===== src/rtl/instr_pack.sv =====
// Shared definitions for the instruction fetch block.
//   PC_W_DEF, RAS_DEPTH_DEF : default program-counter width / return-stack depth
//   INSTR_W                 : instruction word width from the ROM
//   fetch_state_e           : fetch sequencer states
//   exec_ctrl_t             : decoder/register-stage controls sampled in EXEC
package instr_pack;

    localparam int PC_W_DEF      = 12;
    localparam int RAS_DEPTH_DEF = 4;
    localparam int INSTR_W       = 9;

    typedef enum logic [1:0] {
        IDLE  = 2'd0,
        FETCH = 2'd1,
        EXEC  = 2'd2,
        HALT  = 2'd3
    } fetch_state_e;

    typedef struct packed {
        logic done;
        logic call;
        logic ret;
        logic br;
    } exec_ctrl_t;

endpackage


===== src/rtl/ret_stack.sv =====
// Return-address stack (LIFO).
//   clk, reset_n : clock, async active-low reset (empties the stack)
//   clr          : synchronous empty, wins over push/pop
//   push, din    : store din; ignored when full
//   pop          : discard top entry; ignored when empty
//   full, empty  : occupancy flags
//   top          : most recently pushed entry (0 when empty)
module ret_stack #(
    parameter int DEPTH = 4,
    parameter int W     = 12
) (
    input  logic         clk,
    input  logic         reset_n,
    input  logic         clr,
    input  logic         push,
    input  logic         pop,
    input  logic [W-1:0] din,
    output logic         full,
    output logic         empty,
    output logic [W-1:0] top
);

    localparam int CW = $clog2(DEPTH + 1);

    logic [CW-1:0]             cnt;
    logic [DEPTH-1:0][W-1:0]   stk;

    assign full  = (cnt == CW'(DEPTH));
    assign empty = (cnt == '0);

    always_ff @(posedge clk or negedge reset_n) begin
        if (!reset_n)              cnt <= '0;
        else if (clr)              cnt <= '0;
        else if (push && !full)    cnt <= cnt + CW'(1);
        else if (pop && !empty)    cnt <= cnt - CW'(1);
    end

    // Entry storage needs no reset: cnt alone decides what is live.
    always_ff @(posedge clk) begin
        if (push && !full && !clr) begin
            for (int i = 0; i < DEPTH; i++)
                if (cnt == CW'(i)) stk[i] <= din;
        end
    end

    always_comb begin
        top = '0;
        for (int i = 0; i < DEPTH; i++)
            if (cnt == CW'(i + 1)) top = stk[i];
    end

endmodule


===== src/rtl/fetch_unit.sv =====
// Two-cycle instruction fetch sequencer with return-address stack.
//   clk, reset_n      : clock, async active-low reset
//   start             : run request (IDLE / HALT)
//   imem_data         : synchronous ROM data for pc_o
//   done, jump2sub, sub_target, ret_en, br_take, br_target : EXEC controls
//   pc_o              : ROM address
//   instr, instr_vld  : registered instruction, high during EXEC
//   halted            : in HALT
//   stack_err         : sticky stack overflow/underflow
module fetch_unit
    import instr_pack::*;
#(
    parameter int PC_W      = PC_W_DEF,
    parameter int RAS_DEPTH = RAS_DEPTH_DEF
) (
    input  logic               clk,
    input  logic               reset_n,
    input  logic               start,
    input  logic [INSTR_W-1:0] imem_data,
    input  logic               done,
    input  logic               jump2sub,
    input  logic [PC_W-1:0]    sub_target,
    input  logic               ret_en,
    input  logic               br_take,
    input  logic [PC_W-1:0]    br_target,
    output logic [PC_W-1:0]    pc_o,
    output logic [INSTR_W-1:0] instr,
    output logic               instr_vld,
    output logic               halted,
    output logic               stack_err
);

    fetch_state_e       state, state_nxt;
    logic [PC_W-1:0]    pc_q, pc_nxt, pc_inc;
    logic [INSTR_W-1:0] instr_q, instr_nxt;
    logic               err_q, err_nxt;
    logic               ras_clr, ras_push, ras_pop, ras_full, ras_empty;
    logic [PC_W-1:0]    ras_top;
    exec_ctrl_t         ctrl;

    assign ctrl   = '{done: done, call: jump2sub, ret: ret_en, br: br_take};
    assign pc_inc = pc_q + PC_W'(1);   // wraps all-ones -> 0

    ret_stack #(.DEPTH(RAS_DEPTH), .W(PC_W)) u_ras (
        .clk     (clk),
        .reset_n (reset_n),
        .clr     (ras_clr),
        .push    (ras_push),
        .pop     (ras_pop),
        .din     (pc_inc),
        .full    (ras_full),
        .empty   (ras_empty),
        .top     (ras_top)
    );

    always_ff @(posedge clk or negedge reset_n) begin
        if (!reset_n) begin
            state   <= IDLE;
            pc_q    <= '0;
            instr_q <= '0;
            err_q   <= 1'b0;
        end else begin
            state   <= state_nxt;
            pc_q    <= pc_nxt;
            instr_q <= instr_nxt;
            err_q   <= err_nxt;
        end
    end

    always_comb begin
        state_nxt = state;
        pc_nxt    = pc_q;
        instr_nxt = instr_q;
        err_nxt   = err_q;
        ras_clr   = 1'b0;
        ras_push  = 1'b0;
        ras_pop   = 1'b0;
        case (state)
            IDLE, HALT: begin
                if (start) begin
                    pc_nxt    = '0;
                    err_nxt   = 1'b0;
                    ras_clr   = 1'b1;
                    state_nxt = FETCH;
                end
            end
            FETCH: begin
                instr_nxt = imem_data;
                state_nxt = EXEC;
            end
            EXEC: begin
                if (ctrl.done) begin
                    state_nxt = HALT;          // pc held
                end else begin
                    state_nxt = FETCH;
                    if (ctrl.call) begin
                        // Overflow drops the return address but still jumps.
                        if (ras_full) err_nxt  = 1'b1;
                        else          ras_push = 1'b1;
                        pc_nxt = sub_target;
                    end else if (ctrl.ret) begin
                        if (ras_empty) begin
                            err_nxt = 1'b1;
                            pc_nxt  = pc_inc;
                        end else begin
                            ras_pop = 1'b1;
                            pc_nxt  = ras_top;
                        end
                    end else if (ctrl.br) begin
                        pc_nxt = br_target;
                    end else begin
                        pc_nxt = pc_inc;
                    end
                end
            end
            default: state_nxt = IDLE;
        endcase
    end

    assign pc_o      = pc_q;
    assign instr     = instr_q;
    assign instr_vld = (state == EXEC);
    assign halted    = (state == HALT);
    assign stack_err = err_q;

endmodule

===== config.mk =====
export PLATFORM = sky130hd
export DESIGN_NAME = fetch_unit
export DESIGN_NICKNAME = d
export VERILOG_FILES = /design/src/rtl/instr_pack.sv /design/src/rtl/ret_stack.sv /design/src/rtl/fetch_unit.sv
export SDC_FILE = /design/constraint.sdc
export NUM_CORES = 1
export LEC_CHECK = 0
export BUFFER_PORTS_ARGS = -buffer_cell sky130_fd_sc_hd__buf_4
export CAP_MARGIN = 40
export CORE_ASPECT_RATIO = 1.75
export CORE_MARGIN = 8
export CORE_UTILIZATION = 25
export CTS_CLUSTER_DIAMETER = 200
export DETAILED_ROUTE_END_ITERATION = 8
export MAX_ROUTING_LAYER = met4
export RECOVER_POWER = 25
export SLEW_MARGIN = 20
export SYNTH_ARGS = -nofsm -noshare
export SYNTH_HDL_FRONTEND = slang
export SYNTH_SLANG_ARGS = --single-unit

===== constraint.sdc =====
create_clock -name clk -period 8.3 [get_ports clk]
set_clock_uncertainty 0.05 [all_clocks]
set_input_delay 0.415 -clock clk [delete_from_list [all_inputs] [get_ports clk]]
set_output_delay 0.415 -clock clk [all_outputs]
set_load 0.05 [all_outputs]

Word level (Yosys, flattened, before mapping)
Index checks and enable logic that the tools add are counted.
{ "word_totals": {"reg_bits": 75, "inputBits": 40, "elab_cells": 76} }
{ "op_classes": {"n_addsub": 3, "eq_ne": 12, "muxes": 35, "n_reduce_logical": 17} }
{ "op_table": {"columns": ["operator", "n"], "rows": [
  ["12-bit 2-to-1 mux", 10],
  ["12-bit case mux with 2 select lines", 1],
  ["1-bit 2-to-1 mux", 17],
  ["12-bit by 1-bit adder with 12-bit output, second input constant", 1],
  ["3-bit 2-to-1 mux", 3],
  ["2-bit AND reduction", 4],
  ["3-bit by 2-bit == test with 1-bit output, second input constant", 2],
  ["3-bit by 2-bit != test with 1-bit output, second input constant", 2],
  ["2-bit case mux with 3 select lines", 1],
  ["6-bit AND reduction", 1],
  ["2-bit == test, second input constant", 2],
  ["2-bit 2-to-1 mux", 2],
  ["2-bit != test, second input constant", 2],
  ["3-bit by 1-bit adder with 3-bit output, second input constant", 1],
  ["3-bit by 1-bit == test with 1-bit output, second input constant", 1],
  ["3-bit == test, second input constant", 1],
  ["1-bit logical AND", 3],
  ["1-bit zero test", 3],
  ["3-bit zero test", 1],
  ["3-bit != test, second input constant", 1],
  ["3-bit AND reduction", 1],
  ["3-bit nonzero test", 1],
  ["3-bit by 1-bit subtractor with 3-bit output, second input constant", 1],
  ["2-bit by 1-bit == test with 1-bit output, second input constant", 1],
  ["other kinds (4)", 4]
]} }

Depth between registers and ports, before layout
Gate-level depths: netlist of run 1.
{ "logic_depth": {"word_depth": 10, "depth_mapped": 9, "mapped_depth_nobuf": 7} }

Modules after synthesis
A second synthesis of run 1 with hierarchy kept.
{ "hier_totals": {"hier_cells": 319, "area_unflattened_um2": 3833.7} }
{ "modules_own_cells": {"columns": ["module", "instances", "cells_each", "area_per_inst_um2", "seq_area_each_um2"], "rows": [
  ["ret_stack", 1, 148, 2282.2, 1516.5],
  ["fetch_unit", 1, 171, 1551.5, 600.6]
]} }

Least setup slack after synthesis of run 1
OpenSTA, ideal clock, no wires.
{ "synth_path": {"path_type": "reg2reg", "from": "reg state[0]", "to": "reg u_ras.stk[12] (netlist name), enable pin", "arrival_ns": 2.645, "required_ns": 7.851, "slack_ns": 5.206, "stages_incl_launch_ff": 9, "path_buffers": 2, "path_cell_list": "dfrtp_1 -> inv_1 -> ha_1 -> and2_1 -> buf_2 -> and3b_1 -> buf_2 -> nand2_1 -> nor3b_1"} }
{ "synth_via": {"word_cells_on_any_way": 10, "cone_classes": "2 x eq/ne; 2 x mux; 6 x reduce/logical"} }
{ "synth_rtl": {"columns": ["item", "line_no", "rtl"], "rows": [
  ["from (decl)", "fetch_unit.sv:33", "fetch_state_e state, state_nxt;"],
  ["from (signal assigned)", "fetch_unit.sv:63", "state <= state_nxt;"],
  ["2-bit == test", null, null],
  ["named net instr_vld", "fetch_unit.sv:28", "output logic instr_vld,"],
  ["1-bit 2-to-1 mux", "fetch_unit.sv:78", "case (state)"],
  ["1-bit logical AND (2 in series)", "ret_stack.sv:40", "if (push && !full && !clr) begin"],
  ["2-bit AND reduction (no source line)", null, null],
  ["to (signal, indexed assignment)", "ret_stack.sv:42", "if (cnt == CW'(i)) stk[i] <= din;"],
  ["to (decl)", "ret_stack.sv:26", "logic [DEPTH-1:0][W-1:0] stk;"]
]} }
The timed path passes the listed nets, and every way through them passes these cells.
A chain may end at the register's enable or synchronous reset.

Final worst setup path of run 1
{ "layout_path": {"from": "reg u_ras.cnt[2]", "to": "reg pc_q[9], in the netlist pc_o[9]"} }
{ "layout_via": {"elab_chain_cells": 10, "word_cells_on_any_way": 14, "cone_classes": "4 x eq/ne; 9 x mux; 1 x reduce/logical"} }
{ "layout_rtl": {"columns": ["item", "line_no", "rtl"], "rows": [
  ["from (decl)", "ret_stack.sv:25", "logic [CW-1:0] cnt;"],
  ["from (signal assigned)", "ret_stack.sv:34", "else if (push && !full) cnt <= cnt + CW'(1);"],
  ["from (signal assigned)", "ret_stack.sv:35", "else if (pop && !empty) cnt <= cnt - CW'(1);"],
  ["3-bit by 1-bit == test with 1-bit output", "ret_stack.sv:49", "if (cnt == CW'(i + 1)) top = stk[i];"],
  ["12-bit 2-to-1 mux (4 in series)", "ret_stack.sv:49", null],
  ["12-bit 2-to-1 mux (*)", "fetch_unit.sv:102", "if (ras_empty) begin"],
  ["12-bit 2-to-1 mux (*)", "fetch_unit.sv:101", "end else if (ctrl.ret) begin"],
  ["12-bit 2-to-1 mux (*)", "fetch_unit.sv:96", "if (ctrl.call) begin"],
  ["12-bit 2-to-1 mux (*)", "fetch_unit.sv:92", "if (ctrl.done) begin"],
  ["12-bit case mux with 2 select lines (*)", "fetch_unit.sv:78", null],
  ["to (signal assigned)", "fetch_unit.sv:64", "pc_q <= pc_nxt;"],
  ["to (decl)", "fetch_unit.sv:34", "logic [PC_W-1:0] pc_q, pc_nxt, pc_inc;"]
]} }
Every way passes the cells marked *; elsewhere a longest branch is shown, timed or not. The select of a mux whose other input is x is not followed.

==> results.tsv, run 1 <==
stage	metric	value	unit
worst_setup_path	Worst setup SP type	register	
timing	setup_tns	0	ns
yosys	synth cell count leaders	edfxtp_1 (48), a21oi_1 (28), dfrtp_1 (27), nor2_1 (25), nand2_1 (23)	
grt	largest net degree at the start of global routing	28	
yosys	asr flop ratio synth	36.00	%
finish	n_diodes	0	
clock_network	Num CTS Buffers	9	
yosys	Syn. warnings	0	
floorplan	die height	181.2	um
worst_setup_path	crit path DAT	3.16	ns
worst_setup_path	crit-path max FO	20	
grt	vias in the first global route	3167	
clock_network	later-pin clock latency in the skew report	0.34	ns
finish	post-layout util	31.39	%
routing	drt initial violations	271	
routing	via-per-instance ratio	5.089	
floorplan	Rows	60	
finish	Design Area, Final	4807	um^2
grt	initial antenna violation count	0	
worst_setup_path	Worst EP required	8.49	ns
timing	post-route minimum period	2.962	ns
yosys	register area share after synthesis	54.32	%
yosys	Synth cell types	58	
clock_network	postcts setup bufs	0	
yosys	Synth Flop Type	edfxtp_1	
finish	FF+latch area	2117	um^2
pwr	NetSw	0.0008540	W
finish	Nets	444	
finish	fraction of layout instances using a drive strength above 1	25.81	%
timing	Slew HR	-9.249	%
placed_design	Post-DP HPWL	8907	um
worst_setup_path	WS Path Type	reg -> reg	
yosys	Post-Syn Nets	387	
finish	fill count	1586	
routing	ANT nets after route	0	
yosys	leading cell type by number of instances after synthesis	edfxtp_1	
status	run status	finished, violations left	
clock_network	Clock Path Buffers	2	
yosys	synth top area cells	edfxtp_1 (37%), dfrtp_1 (17%), a21oi_1 (3.6%), ha_1 (3.2%), mux2_2 (3.2%)	
clock_network	CTS tree	yes	
grt	met1 usage	12.98	%
finish	multi-input logic area	1639	um^2
pwr	static leakage	1.897	nW
grt	GR Layer Usage met3	1.818	%
clock_network	root buffer selected by CTS	clkbuf_16	
worst_setup_path	Worst R2R Path Depth	6	
grt	met2 Use GR	20.95	%
worst_hold_path	worst hold path depth	2	
timing	Tcrit/Tclk final	35.68	%
worst_setup_path	CP endpoint kind	register	
finish	non-filler cells in the finished layout	585	
pwr	Gate power share	46.5	%
floorplan	I/O pin count	64	
timing	# setup viols final	0	
placed_design	Placed Area	4526	um^2
pwr	Peak VDD IR	0.2870	mV
floorplan	Die Width	110.4	um
grt	first-pass GRT wire length	18200	um
yosys	post-synth top area share	36.98	%
floorplan	Starting Density	25.45	%
timing	Max Fclk	337.6	MHz
pwr	clock power share	21.2	%
pwr	P_int	0.001024	W
routing	DRT Pass-1 Iters	5	
yosys	Cells after Synth	337	
grt	GR peak layer	met2	
yosys	Yosys top cell by area	edfxtp_1	
pwr	pwr/cell area	390.6	nW/um^2
floorplan	area of the core	15310	um^2
timing	RSZ-0062 raised after global routing	false	
yosys	Synth Register Bits	75	
yosys	Mapped Area	3897	um^2
worst_hold_path	Hold Crit Class	in -> reg	
clock_network	CTS H-Tree Depth	3	
placed_design	placed cell count	568	
routing	DRC viols	0	
clock_network	post-cts sizing count	0	
clock_network	clk sinks	75	
yosys	number of enable flip-flop cells after synthesis	48	
status	failing checks	max-capacitance violations, max-slew violations	
clock_network	Clock Pin Slew Worst Setup and Hold Paths	0.07	ns
grt	gr usage total	12.34	%
floorplan	Die ar.	20000	um^2
flow_run	Max-Cap Viols	1	
timing	Hold Violations, Final	0	
routing	final wirelength	11480	um
yosys	syn avg cell area	11.57	um^2
pwr	Net Sw Frac	45.48	%
timing	Slew Viols, Final	28	
timing	Worst Tran Pin Value	1.639	ns
placed_design	PortBufs	63	
placed_design	GPL Wtd Cong	0.8833	
routing	routed length per placed instance	19.62	um
pwr	sequential share of power	32.3	%
grt	Overflow after GRT	0	
finish	Area growth, synth to finish	23.34	%
routing	Vias	2977	
[stage by stage]
stage	setup WS, ns	hold WS, ns	power (W)
final	5.338	0.2299	0.001878
after global routing	5.112	0.2333	0.001974
after CTS	5.341	0.2167	0.001904
after detailed placement	5.357	0.3135	0.001506
after global placement	5.358	0.3166	0.001491
after floorplan	5.206	0.06941	0.001225
[placed cells by master (no fill, tap or decap), types with 4 or more instances in the layout]
cell type | synthesis | final
clkbuf_1 | 6 | 10
a221o_1 | 6 | 6
dfrtp_1 | 27 | 27
mux2i_1 | 5 | 5
nand4_1 | 4 | 4
xnor2_1 | 6 | 6
a22oi_1 | 6 | 6
nand2_1 | 23 | 23
mux2_2 | 11 | 11
and3_1 | 8 | 8
a31oi_1 | 4 | 4
inv_1 | 10 | 10
nand3_1 | 7 | 7
a21oi_1 | 28 | 28
clkbuf_16 | 0 | 9
nand2b_1 | 10 | 10
o211ai_1 | 5 | 5
nor2_1 | 25 | 25
buf_4 | 1 | 57
o21ai_0 | 11 | 11
a21o_1 | 4 | 4
ha_1 | 10 | 10
edfxtp_1 | 48 | 48
[worst max-delay path: stages, from the launching register on]
cell and delay [ns]:
dfrtp_1 0.70, clkinv_1 0.44, ha_1 0.56, or2_2 0.44
o221ai_1 0.25, o311ai_1 0.14, o31ai_1 0.26
[cell type report]
| type | count | share of cell area (%) |
|---|---|---|
| multi-input combinational | 230 | 34.10 |
| inverter | 11 | 0.8589 |
| timing repair buffer | 67 | 9.813 |
| tap | 186 | 4.841 |
| clock buffer | 11 | 5.049 |
| clock inverter | 5 | 1.301 |
| sequential | 75 | 44.04 |
[logic make-up (layout without fill, tap and decap cells)]
| kind of cell | Yosys count | after routing | share of synthesized area (%) |
|---|---|---|---|
| AND/OR/NAND/NOR | 102 | 102 | 14.54 |
| AO/OA/AOI/OAI | 91 | 91 | 16.98 |
| flip-flops | 75 | 75 | 54.32 |
| buffers and inverters | 32 | 94 | 3.628 |
| multiplexers | 16 | 16 | 4.462 |
| XOR/XNOR | 11 | 11 | 2.857 |
| adder cells (fa/ha/maj) | 10 | 10 | 3.210 |
[power by group through the flow]
stage          Combinational (W)  Sequential, W  Clock, W
2_1_floorplan           0.000479       0.000746         0
3_3_place_gp            0.000883       0.000609         0
3_5_place_dp            0.000892       0.000614         0
4_1_cts                 0.000896       0.000607  0.000400
5_1_grt                 0.000942       0.000618  0.000415
6_report                0.000873       0.000606  0.000399
[registers in the layout (all words and copies together), names as in the netlist]
signal	flops
state	2
instr	9
pc_o	12
u_ras.stk	48
stack_err	1
u_ras.cnt	3
[path summary, 6_finish.rpt]
check                                          from                  endpoint  slack, ns
setup reg to reg           u_ras.cnt[2]$_DFFE_PN0P_       pc_o[9]$_DFFE_PN0P_       5.34
setup / recovery           u_ras.cnt[2]$_DFFE_PN0P_       pc_o[9]$_DFFE_PN0P_       5.34
hold reg to reg                instr[2]$_DFFE_PN0N_      instr[2]$_DFFE_PN0N_       0.46
max in group asynchronous                   reset_n       pc_o[6]$_DFFE_PN0P_       6.27
hold / removal                                start  u_ras.cnt[0]$_DFFE_PN0P_       0.23
min in group asynchronous                   reset_n      instr[8]$_DFFE_PN0N_       0.97
[repair_timing]
action	CTS	global route
setup endpoints to repair	0	0
hold buffers	1	0
hold endpoints to repair	27	0
[layer usage]
metal,wire [um],vias up,part of all wire (%)
met1,4266,1445,37
met3,423,26,3.7
met2,6263,119,55
met4,524,0,4.6
li1,-,1387,-
met5,0,-,0
Power figures use the tool's default switching activity.
==> inputs of run 2 (changes only) <==
clock period = 2.73 ns   (was 8.3 ns; I/O delays follow)
==> run 2 against run 1 <==
  * The flow still finishes with violations (max-capacitance violations, max-slew violations)
  * Final cell count grew 4.4%
  * Die area is the same
  * Design area grew 3.9%
  * Setup slack lost 5.0 ns
  * Sequential share of layout area shrank 1.6 points
  * Critical path type unchanged
  * Critical endpoint is now pc_o[7]$_DFFE_PN0P_
  * Largest power group unchanged
==> results.tsv, run 2 (synthesis results as in run 1) <==
stage	metric	value	unit
finish	n_diodes	0	
routing	drt initial violations	199	
timing	Hold Violations, Final	0	
pwr	Pwr Total	0.005860	W
timing	Slew HR	-12.23	%
worst_hold_path	Hold Crit Class	in -> reg	
worst_hold_path	worst hold path depth	3	
placed_design	GPL Wtd Cong	0.8686	
finish	most frequent cells in the layout	buf_4 (68), edfxtp_1 (48), a21oi_1 (28), dfrtp_1 (27), nor2_1 (25)	
pwr	sequential share of power	31.1	%
routing	Vias	3113	
status	failing checks	max-capacitance violations, max-slew violations	
pwr	NetSw	0.002749	W
finish	Largest register FFs	48	
grt	largest net degree at the start of global routing	28	
floorplan	Starting Density	25.45	%
floorplan	I/O pin count	64	
worst_setup_path	WS Path Type	reg -> reg	
worst_setup_path	Worst R2R Path Depth	7	
clock_network	later-pin clock latency in the skew report	0.34	ns
routing	final wirelength	12270	um
worst_setup_path	reg2reg start	state[0]$_DFFE_PN0P_	
finish	fraction of layout instances using a drive strength above 1	27.29	%
floorplan	area of the core	15310	um^2
grt	Overflow after GRT	0	
worst_setup_path	crit-path max FO	7	
worst_setup_path	crit path DAT	2.55	ns
floorplan	die height	181.2	um
timing	Setup WS post-layout	0.3535	ns
finish	Nets	470	
finish	post-layout util	32.61	%
timing	Worst Tran Pin Value	1.683	ns
floorplan	Die Width	110.4	um
clock_network	Clock Pin Slew Worst Setup and Hold Paths	0.06	ns
pwr	Net Sw Frac	46.92	%
routing	routed length per placed instance	20.08	um
clock_network	CTS tree	yes	
clock_network	root buffer selected by CTS	clkbuf_16	
pwr	Gate power share	49.9	%
finish	leading cell type in the layout, fill and taps excluded	buf_4	
timing	post-route minimum period	2.376	ns
pwr	Peak VDD IR	0.9096	mV
timing	# setup viols final	0	
floorplan	Rows	60	
grt	vias in the first global route	3357	
pwr	P_int	0.003110	W
routing	DRC viols	0	
routing	ANT nets after route	0	
placed_design	placed cell count	583	
placed_design	worst slack at placement	0.3800	ns
grt	gr usage total	13.07	%
worst_hold_path	hold path endpoint	pc_o[6]$_DFFE_PN0P_	
clock_network	postcts setup bufs	0	
clock_network	Clock Path Buffers	2	
routing	via-per-instance ratio	5.095	
timing	Max Fclk	420.8	MHz
clock_network	CTS H-Tree Depth	3	
grt	initial antenna violation count	0	
pwr	clock power share	19.0	%
worst_setup_path	R2R Setup Slk	0.35	ns
timing	Tcrit/Tclk final	87.05	%
placed_design	Post-DP HPWL	9404	um
placed_design	PortBufs	63	
timing	Slew Viols, Final	28	
routing	DRT Pass-1 Iters	4	
worst_setup_path	Worst EP required	2.91	ns
finish	Most flops, register	u_ras.stk	
timing	RSZ-0062 raised after global routing	false	
status	run status	finished, violations left	
worst_setup_path	CP endpoint kind	register	
finish	non-filler cells in the finished layout	611	
grt	first-pass GRT wire length	19220	um
worst_setup_path	Worst setup SP type	register	
clock_network	Num CTS Buffers	9	
finish	Area growth, synth to finish	28.12	%
flow_run	Max-Cap Viols	1	
worst_setup_path	Reg2Reg Capture Point	pc_o[7]$_DFFE_PN0P_	
clock_network	clk sinks	75	
timing	setup_tns	0	ns
pwr	pwr/cell area	1173	nW/um^2
worst_hold_path	hold wc startpoint	sub_target[6]	
pwr	static leakage	1.987	nW
floorplan	Die ar.	20000	um^2
[run 2: cell type report]
class | count | area (um^2)
fill | 1573 | 10320
sequential | 75 | 2117
multi-input combinational | 230 | 1644
timing repair buffer | 93 | 679.4
tap | 186 | 232.7
clock buffer | 9 | 225.2
clock inverter | 7 | 53.80
inverter | 11 | 41.29
[run 2: repair_timing]
action / in CTS / in global routing
gates resized for setup: 0 / 0
endpoints found under the hold margin: 38 / 0
hold buffers: 12 / 0
[run 2: worst max path at each step]
stage / start / to / slack [ns] / cells past startpoint
floorplan: state[0]$_DFFE_PN0P_ / u_ras.stk[12]$_DFFE_PP_ / 0.04 / 8
global placement: state[0]$_DFFE_PN0P_ / pc_o[7]$_DFFE_PN0P_ / 0.42 / 7
detailed placement: state[0]$_DFFE_PN0P_ / pc_o[7]$_DFFE_PN0P_ / 0.38 / 7
finish: state[0]$_DFFE_PN0P_ / pc_o[7]$_DFFE_PN0P_ / 0.35 / 7
CTS: state[0]$_DFFE_PN0P_ / pc_o[7]$_DFFE_PN0P_ / 0.37 / 7
global route: u_ras.cnt[0]$_DFFE_PN0P_ / pc_o[8]$_DFFE_PN0P_ / 0.22 / 7
[run 2: critical path: stages, from the launching register on]
cell and delay, ns:
dfrtp_1 0.40, inv_1 0.06, ha_1 0.38, mux2i_1 0.51
a21oi_2 0.20, buf_4 0.22, and3_1 0.17, a211o_1 0.26
[run 2: metrics by stage]
step                      hold slack (ns)  cell area, um^2
after floorplan                   -0.2091             3902
after global placement            0.03814             4628
after detailed placement          0.03849             4643
after CTS                        0.001872             5042
after global routing              0.03151             4994
final                            0.008172             4994
[run 2: power groups by stage]
stage	Sequential (W)	Clock, W	Combinational [W]
final	0.00183	0.00111	0.00292
after global routing	0.00185	0.00116	0.00310
after CTS	0.00182	0.00113	0.00299
after detailed placement	0.00184	0	0.00297
after global placement	0.00183	0	0.00295
after floorplan	0.00227	0	0.00146
[run 2: metal layers]
layer / routed length, um / GRT usage [%]
met1: 4540 / 12.92
met5: 0 / -
met3: 378 / 2.174
met4: 526 / 7.882
met2: 6826 / 22.87
==> inputs of run 3 (changes only) <==
--- a/config.mk
+++ b/config.mk
@@ -14,5 +14,5 @@
 export DETAILED_ROUTE_END_ITERATION = 8
 export MAX_ROUTING_LAYER = met4
-export RECOVER_POWER = 25
+export RECOVER_POWER = 100
 export SLEW_MARGIN = 20
 export SYNTH_ARGS = -nofsm -noshare
--- a/constraint.sdc
+++ b/constraint.sdc
@@ -3,3 +3,3 @@
 set_input_delay 0.1365 -clock clk [delete_from_list [all_inputs] [get_ports clk]]
 set_output_delay 0.1365 -clock clk [all_outputs]
-set_load 0.05 [all_outputs]
+set_load 0.005 [all_outputs]
==> run 3 against run 2 <==
  * The run still ends with max-capacitance violations, max-slew violations left
  * Critical path depth is 1 higher
  * Register-to-register slack got worse by 0.14 ns
  * Worst hold slack worse by 0.0015 ns
  * Count of clock-buffer cells in the layout rose by 1
  * Power is 6.3% lower
  * Routed wire length up 1.6%
  * Non-clock buffer count decreased by 1
  * Flip-flop and latch count stayed put
  * Core utilization up 0.11 points
  * Design area grew 0.33%
  * Clock power up 24%
  * Final cell count fell by 0.16%
  * Highest routed layer unchanged
==> results.tsv, run 3 (synthesis results as in run 1) <==
stage	metric	value	unit
clock_network	CTS H-Tree Depth	3	
finish	fill count	1588	
finish	Nets	469	
timing	Worst Tran Pin Value	1.646	ns
timing	Tcrit/Tclk final	92.23	%
worst_setup_path	crit path launch	u_ras.cnt[0]$_DFFE_PN0P_	
finish	most frequent cells in the layout	buf_4 (49), edfxtp_1 (48), a21oi_1 (28), dfrtp_1 (27), nor2_1 (25)	
grt	Overflow after GRT	0	
routing	Met2 Wirelength	6962	um
routing	met3 routed WL	440	um
flow_run	Max-Cap Viols	1	
status	run status	finished, violations left	
timing	setup_tns	0	ns
finish	Most flops, register	u_ras.stk	
finish	Largest register FFs	48	
worst_hold_path	Hold Crit Class	in -> reg	
clock_network	root buffer selected by CTS	clkbuf_16	
pwr	pwr/cell area	1096	nW/um^2
floorplan	area of the core	15310	um^2
finish	n_diodes	0	
worst_setup_path	WS Path Type	reg -> reg	
floorplan	Starting Density	25.45	%
routing	final wirelength	12470	um
routing	via-per-instance ratio	5.115	
routing	Top Metal Used	met4	
timing	post-route minimum period	2.518	ns
finish	fraction of layout instances using a drive strength above 1	26.18	%
placed_design	Placed Area	4642	um^2
grt	vias in the first global route	3374	
worst_setup_path	CP endpoint	u_ras.cnt[2]$_DFFE_PN0P_	
floorplan	Rows	60	
timing	Hold Violations, Final	0	
routing	DRC viols	0	
timing	# setup viols final	0	
clock_network	clk sinks	75	
worst_setup_path	Worst R2R Path Depth	8	
routing	WL met1	4598	um
worst_setup_path	crit path DAT	2.69	ns
worst_setup_path	reg2reg start	u_ras.cnt[0]$_DFFE_PN0P_	
routing	routed length per placed instance	20.44	um
routing	DRT Pass-1 Iters	4	
worst_setup_path	crit-path max FO	21	
finish	Design Area, Final	5010	um^2
timing	Slew Viols, Final	28	
routing	drt initial violations	331	
clock_network	later-pin clock latency in the skew report	0.34	ns
pwr	Peak VDD IR	0.8457	mV
pwr	static leakage	1.987	nW
grt	gr usage total	13.18	%
placed_design	GPL Wtd Cong	0.8711	
finish	post-layout util	32.71	%
timing	RSZ-0062 raised after global routing	false	
timing	Max Fclk	397.2	MHz
grt	first-pass GRT wire length	19200	um
clock_network	CTS tree	yes	
floorplan	Die Width	110.4	um
grt	largest net degree at the start of global routing	28	
worst_setup_path	Reg2Reg Capture Point	u_ras.cnt[2]$_DFFE_PN0P_	
status	failing checks	max-capacitance violations, max-slew violations	
finish	Area growth, synth to finish	28.54	%
worst_setup_path	Worst setup SP type	register	
routing	ANT nets after route	0	
floorplan	die height	181.2	um
placed_design	PortBufs	63	
worst_setup_path	R2R Setup Slk	0.21	ns
grt	initial antenna violation count	0	
floorplan	Die ar.	20000	um^2
finish	leading cell type in the layout, fill and taps excluded	buf_4	
worst_setup_path	Worst EP required	2.90	ns
routing	Vias	3120	
placed_design	Post-DP HPWL	9391	um
clock_network	hold buffers post-CTS	11	
clock_network	post-cts sizing count	0	
clock_network	Clock Pin Slew Worst Setup and Hold Paths	0.06	ns
clock_network	postcts setup bufs	0	
timing	Slew HR	-9.701	%
clock_network	Num CTS Buffers	9	
clock_network	Clock Path Buffers	2	
worst_setup_path	CP endpoint kind	register	
floorplan	I/O pin count	64	
[run 3: how the worst min path moves through the flow]
stage	startpoint	end	slack, ns	cells after the start
finish	sub_target[5]	pc_o[5]$_DFFE_PN0P_	0.007	3
global placement	reset_n	instr[8]$_DFFE_PN0N_	0.04	1
CTS	sub_target[6]	pc_o[6]$_DFFE_PN0P_	0.006	3
global route	sub_target[5]	pc_o[5]$_DFFE_PN0P_	0.02	3
detailed placement	reset_n	instr[7]$_DFFE_PN0N_	0.05	1
floorplan	reset_n	instr[0]$_DFFE_PN0N_	-0.21	0
[run 3: layout make-up]
class / count / area [um^2] / share of cell area [%]
clock inverter: 6 / 113.9 / 2.273
clock buffer: 10 / 229.0 / 4.570
tap: 186 / 232.7 / 4.645
sequential: 75 / 2117 / 42.26
inverter: 11 / 41.29 / 0.8242
multi-input combinational: 230 / 1594 / 31.82
timing repair buffer: 92 / 681.9 / 13.61
[run 3: critical path, cell delays in order (launching register included)]
cell	delay [ns]
dfrtp_1	0.40
inv_1	0.12
ha_1	0.26
buf_4	0.23
nor2b_1	0.15
clkbuf_1	0.19
nor3_1	0.48
a21oi_1	0.17
o311a_1	0.35
[run 3: metal layers]
metal | global-route usage [%] | vias up
met5 | - | -
met4 | 7.936 | 0
met3 | 2.495 | 28
li1 | - | 1438
met2 | 23.06 | 113
met1 | 12.85 | 1541
[run 3: through the flow]
step	worst slack, ns	total power, W	cells	hold slack (ns)
final	0.2121	0.005491	610	0.006703
after global routing	0.1044	0.005765	610	0.01536
after CTS	0.3203	0.005603	610	0.005674
after detailed placement	0.3417	0.004196	583	0.04609
after global placement	0.3727	0.004147	581	0.03815
after floorplan	0.001920	0.003160	337	-0.2091
[run 3: power breakdown]
| group | leakage (nW) | internal, W | switching, W |
|---|---|---|---|
| registers | 0.777 | 0.00154 | 0.000271 |
| logic | 1.05 | 0.000933 | 0.00137 |
| clock network | 0.159 | 0.000895 | 0.000485 |
